$ cat config.mk
export PLATFORM = sky130hd
export DESIGN_NAME = ps2_mouse_cursor_flat
export DESIGN_NICKNAME = d
export VERILOG_FILES = /design/src/rtl/ps2_mouse_cursor_if.sv /design/src/rtl/ps2_mouse_cursor.sv /design/src/flat_wrapper.sv
export SDC_FILE = /design/constraint.sdc
export NUM_CORES = 1
export LEC_CHECK = 0
export ABC_CLOCK_PERIOD_IN_PS = 6800
export BUFFER_PORTS_ARGS = -buffer_cell sky130_fd_sc_hd__buf_2
export CAP_MARGIN = 20
export CORE_ASPECT_RATIO = 2
export CORE_MARGIN = 5
export CORE_UTILIZATION = 48
export CTS_BUF_LIST = sky130_fd_sc_hd__clkbuf_8 sky130_fd_sc_hd__clkbuf_16
export DETAILED_ROUTE_END_ITERATION = 16
export PLACE_DENSITY_LB_ADDON = 0.2
export RECOVER_POWER = 100
export SETUP_SLACK_MARGIN = 0.2
export SLEW_MARGIN = 40
export SYNTH_ARGS = -nofsm -noshare
export SYNTH_HDL_FRONTEND = slang
export SYNTH_SLANG_ARGS = --single-unit
export TNS_END_PERCENT = 20
$ cat constraint.sdc
create_clock -name Clock_100MHz -period 6.8 [get_ports Clock_100MHz]
set_clock_uncertainty 0.2 [all_clocks]
set_input_delay 0.68 -clock Clock_100MHz [delete_from_list [all_inputs] [get_ports Clock_100MHz]]
set_output_delay 0.68 -clock Clock_100MHz [all_outputs]
set_load 0.01 [all_outputs]
$ cat src/rtl/ps2_mouse_cursor_if.sv
// ----------------------------------------------------------------------------
// ps2_mouse_cursor_if
// Groups the signals between the PS/2 mouse receiver, the cursor block and the
// display logic.
//   master : receiver side, drives the PS/2 clock sample, the acknowledge flag
//            and the three packet bytes; observes the cursor outputs.
//   slave  : cursor block, consumes the packet and drives position/buttons.
// ----------------------------------------------------------------------------
interface ps2_mouse_cursor_if;
    logic       PS2_CLK_in;
    logic       Data_reporting_pass;
    logic [7:0] Status_in;
    logic [7:0] X_Direction;
    logic [7:0] Y_Direction;
    logic [9:0] X_Position;
    logic [9:0] Y_Position;
    logic       Left_button;
    logic       Right_button;
    logic       Middle_button;
    logic       Position_valid;
    logic       Packet_error;

    modport master (
        output PS2_CLK_in, Data_reporting_pass, Status_in, X_Direction, Y_Direction,
        input  X_Position, Y_Position, Left_button, Right_button, Middle_button,
               Position_valid, Packet_error
    );

    modport slave (
        input  PS2_CLK_in, Data_reporting_pass, Status_in, X_Direction, Y_Direction,
        output X_Position, Y_Position, Left_button, Right_button, Middle_button,
               Position_valid, Packet_error
    );
endinterface

$ cat src/rtl/ps2_mouse_cursor.sv
// ----------------------------------------------------------------------------
// ps2_mouse_cursor
// Turns 3-byte PS/2 mouse packets into a clamped cursor position and button
// states. A packet is considered complete when the PS/2 clock line has been
// high for IDLE_CYCLES consecutive samples; the falling edges seen during the
// transfer are counted and only a 33-edge transfer is accepted.
//
// Ports:
//   Clock_100MHz : system clock, rising edge
//   Clear_n      : asynchronous active-low reset
//   bus (slave)  : PS2_CLK_in, Data_reporting_pass, Status_in, X_Direction,
//                  Y_Direction in; X_Position, Y_Position, Left/Right/Middle
//                  buttons, Position_valid, Packet_error out
//
// Optional: define PS2_MOUSE_ACCEL_EN to double deltas whose magnitude exceeds
// ACCEL_THRESH.
//
// state    | meaning
// ---------+-----------------------------------------------------------------
// S_IDLE   | no transfer in progress, waiting for a PS/2 clock falling edge
// S_ACTIVE | counting falling edges until the clock line goes idle
// S_CHECK  | one cycle: validate edge count, ack flag and status bit 3
// S_APPLY  | one cycle: new position/buttons visible, Position_valid high
// ----------------------------------------------------------------------------
module ps2_mouse_cursor #(
`ifdef PS2_MOUSE_ACCEL_EN
    parameter int ACCEL_THRESH = 16,
`endif
    parameter int H_MAX       = 639,
    parameter int V_MAX       = 479,
    parameter int X_INIT      = 320,
    parameter int Y_INIT      = 240,
    parameter int IDLE_CYCLES = 10000
) (
    input logic               Clock_100MHz,
    input logic               Clear_n,
    ps2_mouse_cursor_if.slave bus
);

    typedef enum logic [1:0] {S_IDLE, S_ACTIVE, S_CHECK, S_APPLY} state_t;

    localparam logic [13:0] IDLE_TC = 14'(IDLE_CYCLES);
    localparam logic [11:0] X_MAX12 = 12'(H_MAX);
    localparam logic [11:0] Y_MAX12 = 12'(V_MAX);

    state_t      state_q;
    logic        sync1_q, sync2_q, sync3_q;
    logic [5:0]  edge_cnt_q;
    logic [13:0] idle_cnt_q;
    logic        pend_q;
    logic [9:0]  x_q, y_q;
    logic        left_q, right_q, mid_q;
    logic        valid_q, err_q;

    logic        fall;
    logic        idle_done;
    logic        accept;
    logic [11:0] dx_d, dy_d;
    logic [11:0] sum_x, sum_y;
    logic [9:0]  x_d, y_d;

    function automatic logic [9:0] clamp(input logic [11:0] v, input logic [11:0] maxv);
        if (v[11])
            return 10'd0;
        else if (v > maxv)
            return maxv[9:0];
        else
            return v[9:0];
    endfunction

`ifdef PS2_MOUSE_ACCEL_EN
    function automatic logic [11:0] accel(input logic [11:0] d);
        logic [11:0] mag;
        mag = d[11] ? (~d + 12'd1) : d;
        return (mag > 12'(ACCEL_THRESH)) ? {d[10:0], 1'b0} : d;
    endfunction
`endif

    assign fall      = sync3_q & ~sync2_q;
    assign idle_done = (idle_cnt_q == IDLE_TC);
    assign accept    = (edge_cnt_q == 6'd33) && bus.Data_reporting_pass && bus.Status_in[3];

    // Overflow forcing comes first so an overflowed axis never gets accelerated.
    always_comb begin
        dx_d = bus.Status_in[6] ? 12'd0 : {{4{bus.Status_in[4]}}, bus.X_Direction};
        dy_d = bus.Status_in[7] ? 12'd0 : {{4{bus.Status_in[5]}}, bus.Y_Direction};
`ifdef PS2_MOUSE_ACCEL_EN
        dx_d = accel(dx_d);
        dy_d = accel(dy_d);
`endif
        // Screen Y grows downward while mouse Y grows upward.
        sum_x = {2'b00, x_q} + dx_d;
        sum_y = {2'b00, y_q} - dy_d;
        x_d   = clamp(sum_x, X_MAX12);
        y_d   = clamp(sum_y, Y_MAX12);
    end

    always_ff @(posedge Clock_100MHz or negedge Clear_n) begin
        if (!Clear_n) begin
            sync1_q <= 1'b1;
            sync2_q <= 1'b1;
            sync3_q <= 1'b1;
        end else begin
            sync1_q <= bus.PS2_CLK_in;
            sync2_q <= sync1_q;
            sync3_q <= sync2_q;
        end
    end

    always_ff @(posedge Clock_100MHz or negedge Clear_n) begin
        if (!Clear_n) begin
            state_q    <= S_IDLE;
            edge_cnt_q <= 6'd0;
            idle_cnt_q <= 14'd0;
            pend_q     <= 1'b0;
            x_q        <= 10'(X_INIT);
            y_q        <= 10'(Y_INIT);
            left_q     <= 1'b0;
            right_q    <= 1'b0;
            mid_q      <= 1'b0;
            valid_q    <= 1'b0;
            err_q      <= 1'b0;
        end else begin
            valid_q <= 1'b0;
            err_q   <= 1'b0;

            if (!sync2_q)
                idle_cnt_q <= 14'd0;
            else if (idle_cnt_q != IDLE_TC)
                idle_cnt_q <= idle_cnt_q + 14'd1;

            case (state_q)
                S_IDLE: begin
                    if (fall) begin
                        state_q    <= S_ACTIVE;
                        edge_cnt_q <= 6'd1;
                    end
                end
                S_ACTIVE: begin
                    // An edge coinciding with the idle terminal count opens the
                    // next transfer rather than extending this one.
                    if (idle_done) begin
                        state_q <= S_CHECK;
                        pend_q  <= fall;
                    end else if (fall && edge_cnt_q != 6'd63) begin
                        edge_cnt_q <= edge_cnt_q + 6'd1;
                    end
                end
                S_CHECK: begin
                    if (accept) begin
                        x_q     <= x_d;
                        y_q     <= y_d;
                        left_q  <= bus.Status_in[0];
                        right_q <= bus.Status_in[1];
                        mid_q   <= bus.Status_in[2];
                        valid_q <= 1'b1;
                        pend_q  <= pend_q | fall;
                        state_q <= S_APPLY;
                    end else begin
                        err_q      <= 1'b1;
                        idle_cnt_q <= 14'd0;
                        pend_q     <= 1'b0;
                        edge_cnt_q <= (fall || pend_q) ? 6'd1 : 6'd0;
                        state_q    <= (fall || pend_q) ? S_ACTIVE : S_IDLE;
                    end
                end
                S_APPLY: begin
                    idle_cnt_q <= 14'd0;
                    pend_q     <= 1'b0;
                    edge_cnt_q <= (fall || pend_q) ? 6'd1 : 6'd0;
                    state_q    <= (fall || pend_q) ? S_ACTIVE : S_IDLE;
                end
                default: state_q <= S_IDLE;
            endcase
        end
    end

    assign bus.X_Position     = x_q;
    assign bus.Y_Position     = y_q;
    assign bus.Left_button    = left_q;
    assign bus.Right_button   = right_q;
    assign bus.Middle_button  = mid_q;
    assign bus.Position_valid = valid_q;
    assign bus.Packet_error   = err_q;

endmodule

$ cat src/flat_wrapper.sv
// flat-port wrapper written by rule: the top's interface ports become plain ports
module ps2_mouse_cursor_flat 
#(

    parameter int H_MAX       = 639,
    parameter int V_MAX       = 479,
    parameter int X_INIT      = 320,
    parameter int Y_INIT      = 240,
    parameter int IDLE_CYCLES = 10000
)
  (Clock_100MHz, Clear_n, bus_PS2_CLK_in, bus_Data_reporting_pass, bus_Status_in, bus_X_Direction, bus_Y_Direction, bus_X_Position, bus_Y_Position, bus_Left_button, bus_Right_button, bus_Middle_button, bus_Position_valid, bus_Packet_error);
  ps2_mouse_cursor_if bus_i ();
  input logic Clock_100MHz;
  input logic Clear_n;
  input wire logic [$bits(bus_i.PS2_CLK_in)-1:0] bus_PS2_CLK_in;
  input wire logic [$bits(bus_i.Data_reporting_pass)-1:0] bus_Data_reporting_pass;
  input wire logic [$bits(bus_i.Status_in)-1:0] bus_Status_in;
  input wire logic [$bits(bus_i.X_Direction)-1:0] bus_X_Direction;
  input wire logic [$bits(bus_i.Y_Direction)-1:0] bus_Y_Direction;
  output wire logic [$bits(bus_i.X_Position)-1:0] bus_X_Position;
  output wire logic [$bits(bus_i.Y_Position)-1:0] bus_Y_Position;
  output wire logic [$bits(bus_i.Left_button)-1:0] bus_Left_button;
  output wire logic [$bits(bus_i.Right_button)-1:0] bus_Right_button;
  output wire logic [$bits(bus_i.Middle_button)-1:0] bus_Middle_button;
  output wire logic [$bits(bus_i.Position_valid)-1:0] bus_Position_valid;
  output wire logic [$bits(bus_i.Packet_error)-1:0] bus_Packet_error;
  assign bus_i.PS2_CLK_in = bus_PS2_CLK_in;
  assign bus_i.Data_reporting_pass = bus_Data_reporting_pass;
  assign bus_i.Status_in = bus_Status_in;
  assign bus_i.X_Direction = bus_X_Direction;
  assign bus_i.Y_Direction = bus_Y_Direction;
  assign bus_X_Position = bus_i.X_Position;
  assign bus_Y_Position = bus_i.Y_Position;
  assign bus_Left_button = bus_i.Left_button;
  assign bus_Right_button = bus_i.Right_button;
  assign bus_Middle_button = bus_i.Middle_button;
  assign bus_Position_valid = bus_i.Position_valid;
  assign bus_Packet_error = bus_i.Packet_error;
  ps2_mouse_cursor #(.H_MAX(H_MAX), .V_MAX(V_MAX), .X_INIT(X_INIT), .Y_INIT(Y_INIT), .IDLE_CYCLES(IDLE_CYCLES)) u_core (.Clock_100MHz(Clock_100MHz), .Clear_n(Clear_n), .bus(bus_i));
endmodule
Word level (Yosys, flattened, before mapping)
Index checks and enable logic that the tools add are counted.

storage, ports and cells
  word-level logic and storage cells = 73
  input port bits = 28
  flip-flop bits (word level) = 51
  output and inout port bits = 25

cells by class
  add/subtract/negate cells = 4
  eq/ne operators = 12
  magnitude comparators = 2
  bitwise gates (word level) = 3
  muxes and demuxes = 28
  reductions and logical operators = 10

operators by type and width
  cell                                                                                count
  14-bit 2-to-1 mux                                                                   3
  10-bit 2-to-1 mux                                                                   4
  14-bit one-hot mux with 2 select lines                                              1
  12-bit 2-to-1 mux                                                                   2
  6-bit 2-to-1 mux                                                                    4
  6-bit one-hot mux with 4 select lines                                               1
  14-bit by 1-bit adder with 14-bit output (second input constant)                    1
  14-bit == test (second input constant)                                              1
  14-bit != test (second input constant)                                              1
  10-bit by 12-bit adder with 12-bit output                                           1
  12-bit by 10-bit greater-than comparator with 1-bit output (second input constant)  1
  12-bit by 9-bit greater-than comparator with 1-bit output (second input constant)   1
  10-bit by 12-bit subtractor with 12-bit output                                      1
  1-bit 2-to-1 mux                                                                    8
  2-bit one-hot mux with 4 select lines                                               1
  6-bit by 1-bit adder with 6-bit output (second input constant)                      1
  6-bit == test (second input constant)                                               1
  2-bit 2-to-1 mux                                                                    3
  2-bit by 1-bit != test with 1-bit output (second input constant)                    3
  6-bit != test (second input constant)                                               1
  2-bit AND reduction                                                                 3
  2-bit == test (second input constant)                                               2
  2-bit != test (second input constant)                                               2
  4-bit AND reduction                                                                 1
  other kinds (9)                                                                     11

Depth between registers and ports, before layout
Gate-level depths: netlist of run 1.

  word-level depth = 6
  gate-level depth with buffers = 11
  gate-level depth less buffers = 11

Least setup slack after synthesis of run 1
OpenSTA, ideal clock, no wires.

  kind = input port to flip-flop
  start point = input bus_X_Direction[0]
  end point = register u_core.x_q[0], in the netlist u_core.bus.X_Position[0]
  path slack = 3.754 ns
  setup time = 0.126 ns
  stages = 11
  arrival time = 2.720 ns
  buffers on the path = 0
  data required time = 6.474 ns
  path through = nor2b_1 -> ha_1 -> inv_1 -> fa_1 -> nor2b_4 -> o2111a_1 -> a211o_1 -> a221o_1 -> o21bai_2 -> a21oi_4 -> a221o_1

on the way
  word-level cells in the longest chain between the ends = 5

RTL lines
  item                                                        line                     text
  start, declared                                             flat_wrapper.sv:18       input wire logic [$bits(bus_i.X_Direction)-1:0] bus_X_Direction;
  12-bit 2-to-1 mux (*)                                       ps2_mouse_cursor.sv:85   dx_d = bus.Status_in[6] ? 12'd0 : {{4{bus.Status_in[4]}}, bus.X_Direction};
  10-bit by 12-bit adder with 12-bit output (*)               ps2_mouse_cursor.sv:92   sum_x = {2'b00, x_q} + dx_d;
  12-bit by 10-bit greater-than comparator with 1-bit output  ps2_mouse_cursor.sv:65   else if (v > maxv)
  10-bit 2-to-1 mux                                           ps2_mouse_cursor.sv:65
  10-bit 2-to-1 mux (*)                                       ps2_mouse_cursor.sv:63   if (v[11])
  end signal, assigned                                        ps2_mouse_cursor.sv:116  x_q <= 10'(X_INIT);
  end, declared                                               ps2_mouse_cursor.sv:51   logic [9:0] x_q, y_q;

Mark *: on every way between the ends. The rest lies on a longest branch, timed or not.
A chain may end at the register's enable or synchronous reset.

Worst setup path after layout of run 1
  start point = register u_core.edge_cnt_q[0]
  end point = register u_core.edge_cnt_q[0]

on the way
  word-level cells in the longest chain between the ends = 5
  elaborated cells between the ends (all ways) = 12
  classes of those cells = add/sub: 1; eq/ne: 4; mux: 3; reduce/logical: 4

RTL lines
  item                                                                            line                     text
  start, declared                                                                 ps2_mouse_cursor.sv:48   logic [5:0] edge_cnt_q;
  start signal, assigned                                                          ps2_mouse_cursor.sv:146  edge_cnt_q <= edge_cnt_q + 6'd1;
  start signal, assigned                                                          ps2_mouse_cursor.sv:163  edge_cnt_q <= (fall || pend_q) ? 6'd1 : 6'd0;
  start signal, assigned                                                          ps2_mouse_cursor.sv:170  edge_cnt_q <= (fall || pend_q) ? 6'd1 : 6'd0;
  branches (longest 5 deep; another with 6-bit by 1-bit adder with 6-bit output)  n/a

Parallel ways; which one is timed is not known. The select of a mux whose other input is x is not followed.

==> impl_metrics.yaml, run 1 <==
outcome:
  status: "finished, violations left"
  failed_checks: "capacitance limit, slew limit"
setup_path:
  cp_max_fo: 22
  max_stage_delay_ns: 0.81
  crit_buf_inv: 2
  cp_cell_sequence: "ha_1, nand4_1, or4_1, or2_0, clkbuf_1, inv_1, nor2_1, mux2_1"
  critical_path_class: "reg -> reg"
  cp_slowest_cell: "clkbuf_1"
  endpoint_kind: "flop"
  critical_path.top_delay_family: "buffers and inverters"
  worstPathRequired_ns: 6.78
  startpoint_type: "flop"
  critPathArrivalTime_ns: 3.50
clock_network:
  htree_levels: 2
  clock_latency_ns: 0.29
  cts.sinks: 51
  cts_made_buffers: 5
  postCtsHoldBufs: 0
  clockBufferDepth: 2
  post_cts_resized: 0
  clk_pin_slew_ns: 0.06
  cts-root-buf: "clkbuf_16"
  cts_setup_buffers: 0
  cts_tree: "built"
global_route:
  grtUsageTotal: 0.179
  grt_pass1_vias: 2890
  grt_max_degree: 52
  grt_remaining_overflow: 0
  grt_pass1_wl_mm: 13.4
  antenna_found_initial: 0
synth:
  synth_most_common_cell: "dfrtp_1"
  async_flop_share: 1.00
  synth_warnings: 0
  ys_types: 58
  ys_top_cells_by_area: "dfrtp_1 (30%), ha_1 (9.7%), dfstp_2 (6.8%)"
  synth_common_cells: "dfrtp_1 (42), nor2_1 (39), nand2_1 (30)"
  seq_area_frac_synth: 0.370
  synth-edff-count: 0
  synth-main-ff-cell: "dfrtp_1"
  synth_area_um2: 3480
  synth_nets: 429
  synth_top_area_share: 0.302
  yosys_register_bits: 51
  synth.avg_cell_area_um2: 9.36
  netlist_instances: 372
  synth_top_area_cell: "dfrtp_1"
finish:
  syn_to_final_growth_pct: 12.7
  postLayoutCellArea_um2: 3930
  final_nets: 481
  antenna_cells: 0
  drive_gt1_frac: 0.118
  finish.utilization: 0.548
timing:
  hold_viol: 0
  setup_viol: 0
  slew_viol_final: 52
  tns_ns: 0
  fin_crit_sh: 0.518
  fin_crit_ns: 3.52
  relSlewSlack: -0.763
  clock.fmax_ghz: 0.284
  tightestPinTransition_ns: 2.64
  rsz0062_at_grt: "no"
job:
  drv_cap: 1
pwr:
  power.net_switching_mw: 0.179
  power_density_nw_per_um2: 180
  cellInternalPower_mw: 0.526
  leakagePower_nw: 1.88
  finalPower_mw: 0.705
  switching_share: 0.254
  ir_worst_vdd_v: 0.000170
  pwr-share-comb: 0.146
  pwr-share-clk: 0.369
  pwr-share-seq: 0.485
routing:
  routedWlPerCell_um: 15.1
  wirelength_mm: 7.81
  drc: 0
  vias: 2906
  drt_iter0_markers: 181
  drt-vias-per-instance: 5.62
  ant_nets: 0
  drtPass1Iterations: 6
placed_design:
  placed_cell_area_um2: 3830
  port_buffers: 52
  dp_hpwl_mm: 6.00
  routabilityCongestion: 0.896
die:
  start_util: 0.487
  die_h_um: 130
  dieWidth_um: 70.2
  ios: 53
  num_rows: 44
  coreArea_um2: 7160
  die-area_um2: 9160
worst_hold_path:
  hold_path_class: "reg -> reg"
## sequential cells by signal, summed over array words and instances (netlist names), 2 cells and up
signal / cells
u_core.state_q: 2
u_core.bus.Y_Position: 10
u_core.bus.X_Position: 10
u_core.idle_cnt_q: 14
u_core.edge_cnt_q: 6
## final timing paths
path	from	endpoint	slack (ns)	cells after the start
max in group asynchronous	Clear_n	u_core.edge_cnt_q[4]	3.78	2
worst max register to register	u_core.edge_cnt_q[0]	u_core.edge_cnt_q[0]	3.28	8
min in group asynchronous	Clear_n	u_core.idle_cnt_q[6]	1.11	2
worst max-delay path	u_core.edge_cnt_q[0]	u_core.edge_cnt_q[0]	3.28	8
worst min register to register	u_core.sync1_q	u_core.sync2_q	0.16	0
worst min-delay path	u_core.sync1_q	u_core.sync2_q	0.16	0
## logic make-up after synthesis
group / after synthesis / share of synthesized area
adder cells (fa/ha/maj): 29 / 0.108
AND/OR/NAND/NOR: 143 / 0.207
XOR/XNOR: 29 / 0.0729
multiplexers: 6 / 0.0198
AO/OA/AOI/OAI: 86 / 0.190
flip-flops: 51 / 0.370
buffers and inverters: 28 / 0.0330
## power by group through the flow
stage	clock, mW	combinational, mW	sequential [mW]
floorplan	0	0.0761	0.341
finish	0.260	0.103	0.342
global route	0.278	0.118	0.345
detailed placement	0	0.105	0.347
global placement	0	0.101	0.346
CTS	0.269	0.105	0.342
## area by class of cell
type | instances | area, um^2
timing repair buffer | 54 | 243
clock inverter | 1 | 3.75
fill | 696 | 3230
multi-input combinational | 293 | 2050
tap | 92 | 115
sequential | 51 | 1290
clock buffer | 7 | 153
inverter | 19 | 71.3
## cell usage in the layout (no fill, tap or decap), types with 2 or more instances in the layout
cell type,instances
dfrtp_1,42
nor2_1,39
buf_2,32
nand2_1,30
ha_1,27
a21oi_1,22
clkbuf_1,22
inv_1,20
xnor2_1,17
nand2b_1,15
nand3_1,14
nor2b_1,13
a221o_1,13
xor2_1,12
o21ai_0,9
o21a_1,8
and3_1,7
nor3_1,7
a21o_1,7
dfstp_1,7
clkbuf_16,5
nand4_1,4
nor4b_1,3
a211oi_1,3
o22ai_1,3
and4_1,2
mux2_2,2
a211o_1,2
o21ai_1,2
o22a_1,2
a32o_1,2
mux2_1,2
fa_1,2
clkbuf_8,2
dfstp_2,2
## stage by stage
step	hold slack (ns)	setup WS (ns)	cells
after global routing	0.170	2.98	517
after floorplan	0.145	3.75	372
after detailed placement	0.149	3.33	509
final	0.163	3.28	517
after global placement	0.147	3.48	509
after CTS	0.159	3.62	517
## routing by layer
layer	wire length [um]	GRT usage	part of all wire	vias to the layer above
met5	0	0	0	-
met4	154	0.0790	0.020	0
met3	414	0.0329	0.053	14
met2	3850	0.304	0.49	86
met1	3390	0.219	0.43	1387
li1	-	-	-	1419
No activity file was read; power rests on OpenSTA's default activity.
==> inputs of run 2 (changes only) <==
Settings changed: ABC_CLOCK_PERIOD_IN_PS 6800 to 3300.
Clock period 6.8 ns to 3.3 ns, I/O delays scaled along.
==> run 2 against run 1 <==
Against the previous run:
- the run still ends with capacitance limit, slew limit left
- sequential power rose by 110%
- final area rose by 1.8%
- sequential share of layout area fell by 0.57 points
- non-clock buffer count rose by 3
- global-route usage rose by 0.11 points
- hold slack got worse by 0.13 ns
- clock power rose by 130%
- combinational power rose by 120%
- first-iteration DRC count fell by 29%
- highest routed layer unchanged
==> impl_metrics.yaml, run 2 (synthesis results as in run 1) <==
finish:
  syn_to_final_growth_pct: 14.7
  final_cell_mix: "dfrtp_1 (42), nor2_1 (39), buf_2 (31)"
  regMostFlops: "u_core.idle_cnt_q"
  largest_register_ff_count: 14
  postLayoutCellArea_um2: 3990
  drive_gt1_frac: 0.129
  antenna_cells: 0
  final_nets: 484
  final_common_cell: "dfrtp_1"
outcome:
  status: "finished, violations left"
  failed_checks: "capacitance limit, slew limit"
setup_path:
  critical_path.top_delay_family: "simple AND/OR/NAND/NOR gates"
  endpoint_kind: "flop"
  rrSetupSlack_ns: 0.33
  cp_slowest_cell: "or4_1"
  critPathArrivalTime_ns: 3.01
  cp_max_fo: 10
  worstPathRequired_ns: 3.34
  cp_cell_sequence: "inv_1, ha_1, nand4_1, or4_1, or2_0, clkbuf_1, a21oi_4, o21a_1, a221o_1"
  max_stage_delay_ns: 0.47
  crit_buf_inv: 2
  startpoint_type: "flop"
  critical_path_class: "reg -> reg"
die:
  start_util: 0.487
  coreArea_um2: 7160
  die-area_um2: 9160
  dieWidth_um: 70.2
  num_rows: 44
  ios: 53
  die_h_um: 130
global_route:
  grt_pass1_vias: 2904
  antenna_found_initial: 0
  grtUsageTotal: 0.180
  grt_max_degree: 36
  grt_pass1_wl_mm: 13.4
  grt_remaining_overflow: 0
clock_network:
  clk_pin_slew_ns: 0.07
  cts.sinks: 51
  clockBufferDepth: 2
  htree_levels: 2
  cts-root-buf: "clkbuf_16"
  cts_tree: "built"
  cts_made_buffers: 5
  clock_latency_ns: 0.30
timing:
  rsz0062_at_grt: "no"
  hold_viol: 0
  slew_viol_final: 36
  relSlewSlack: -0.212
  clock.fmax_ghz: 0.337
  setup_viol: 0
  tns_ns: 0
  fin_crit_sh: 0.900
  fin_crit_ns: 2.97
  tightestPinTransition_ns: 1.82
routing:
  routedWlPerCell_um: 14.7
  drc: 0
  drt_iter0_markers: 128
  vias: 2892
  drtPass1Iterations: 4
  drt-vias-per-instance: 5.56
  wirelength_mm: 7.66
  ant_nets: 0
placed_design:
  dp_hpwl_mm: 6.02
  routabilityCongestion: 0.889
  placed_cell_area_um2: 3840
  port_buffers: 52
pwr:
  leakagePower_nw: 1.89
  power_density_nw_per_um2: 380
  ir_worst_vdd_v: 0.000375
worst_hold_path:
  hold_path_class: "in -> reg"
job:
  drv_cap: 1
run 2: changes by cell type in the layout (fill, tap and decap cells not counted), moves of 2 or more:
cell	delta
a21oi_1	-3
a21oi_4	+2
clkbuf_8	-2
dlygate4sd3_1	+2
run 2: cell type report:
cell class              count  area [um^2]
clock inverters             3         46.3
fillers                   689         3160
flip-flops and latches     51         1290
inverters                  19         71.3
well taps                  92          115
multi-input cells         293         2080
clock buffers               5          125
repair buffers             57          270
run 2: power by group:
part	leakage, nW	internal, mW	switching [mW]
logic	1.15	0.106	0.116
clock network	0.0804	0.360	0.233
registers	0.655	0.661	0.0412
run 2: timing repair:
item                                    CTS  global route
gates resized for setup                   0             1
endpoints found under the hold margin    30             0
hold buffers                              2             0
setup buffers                             0             0
endpoints found under the setup margin    0             5
run 2: worst reg2reg max path, cell delays in order (launching register included):
cell	delay, ns
dfrtp_1	0.42
inv_1	0.08
ha_1	0.15
nand4_1	0.09
or4_1	0.47
or2_0	0.46
clkbuf_1	0.34
a21oi_4	0.30
o21a_1	0.26
a221o_1	0.14
run 2: worst paths after layout:
kind                                           start                        to  cells after the start
worst max register to register  u_core.edge_cnt_q[1]  u_core.bus.Y_Position[3]                      9
worst min-delay path                bus_Status_in[2]  u_core.bus.Middle_button                      3
min in group asynchronous                    Clear_n      u_core.edge_cnt_q[2]                      2
worst min register to register        u_core.sync1_q            u_core.sync2_q                      0
max in group asynchronous                    Clear_n            u_core.sync2_q                      3
worst max-delay path            u_core.edge_cnt_q[1]  u_core.bus.Y_Position[3]                      9
run 2: metrics by stage:
step	setup slack, ns	total power, mW	cells	hold slack (ns)	utilization
finish	0.331	1.52	520	0.0305	0.558
global route	0.131	1.60	520	0.0298	0.558
CTS	0.375	1.53	520	0.0229	0.563
detailed placement	0.205	0.930	510	0.152	0.536
global placement	0.292	0.926	510	0.147	0.536
floorplan	0.600	0.860	372	-0.166	-
run 2: layer usage:
metal,vias to the layer above,GRT usage,share of wire
met5,-,0,0
met4,0,0.0677,0.017
met3,11,0.0375,0.048
met2,79,0.313,0.51
met1,1370,0.216,0.43
li1,1432,-,-
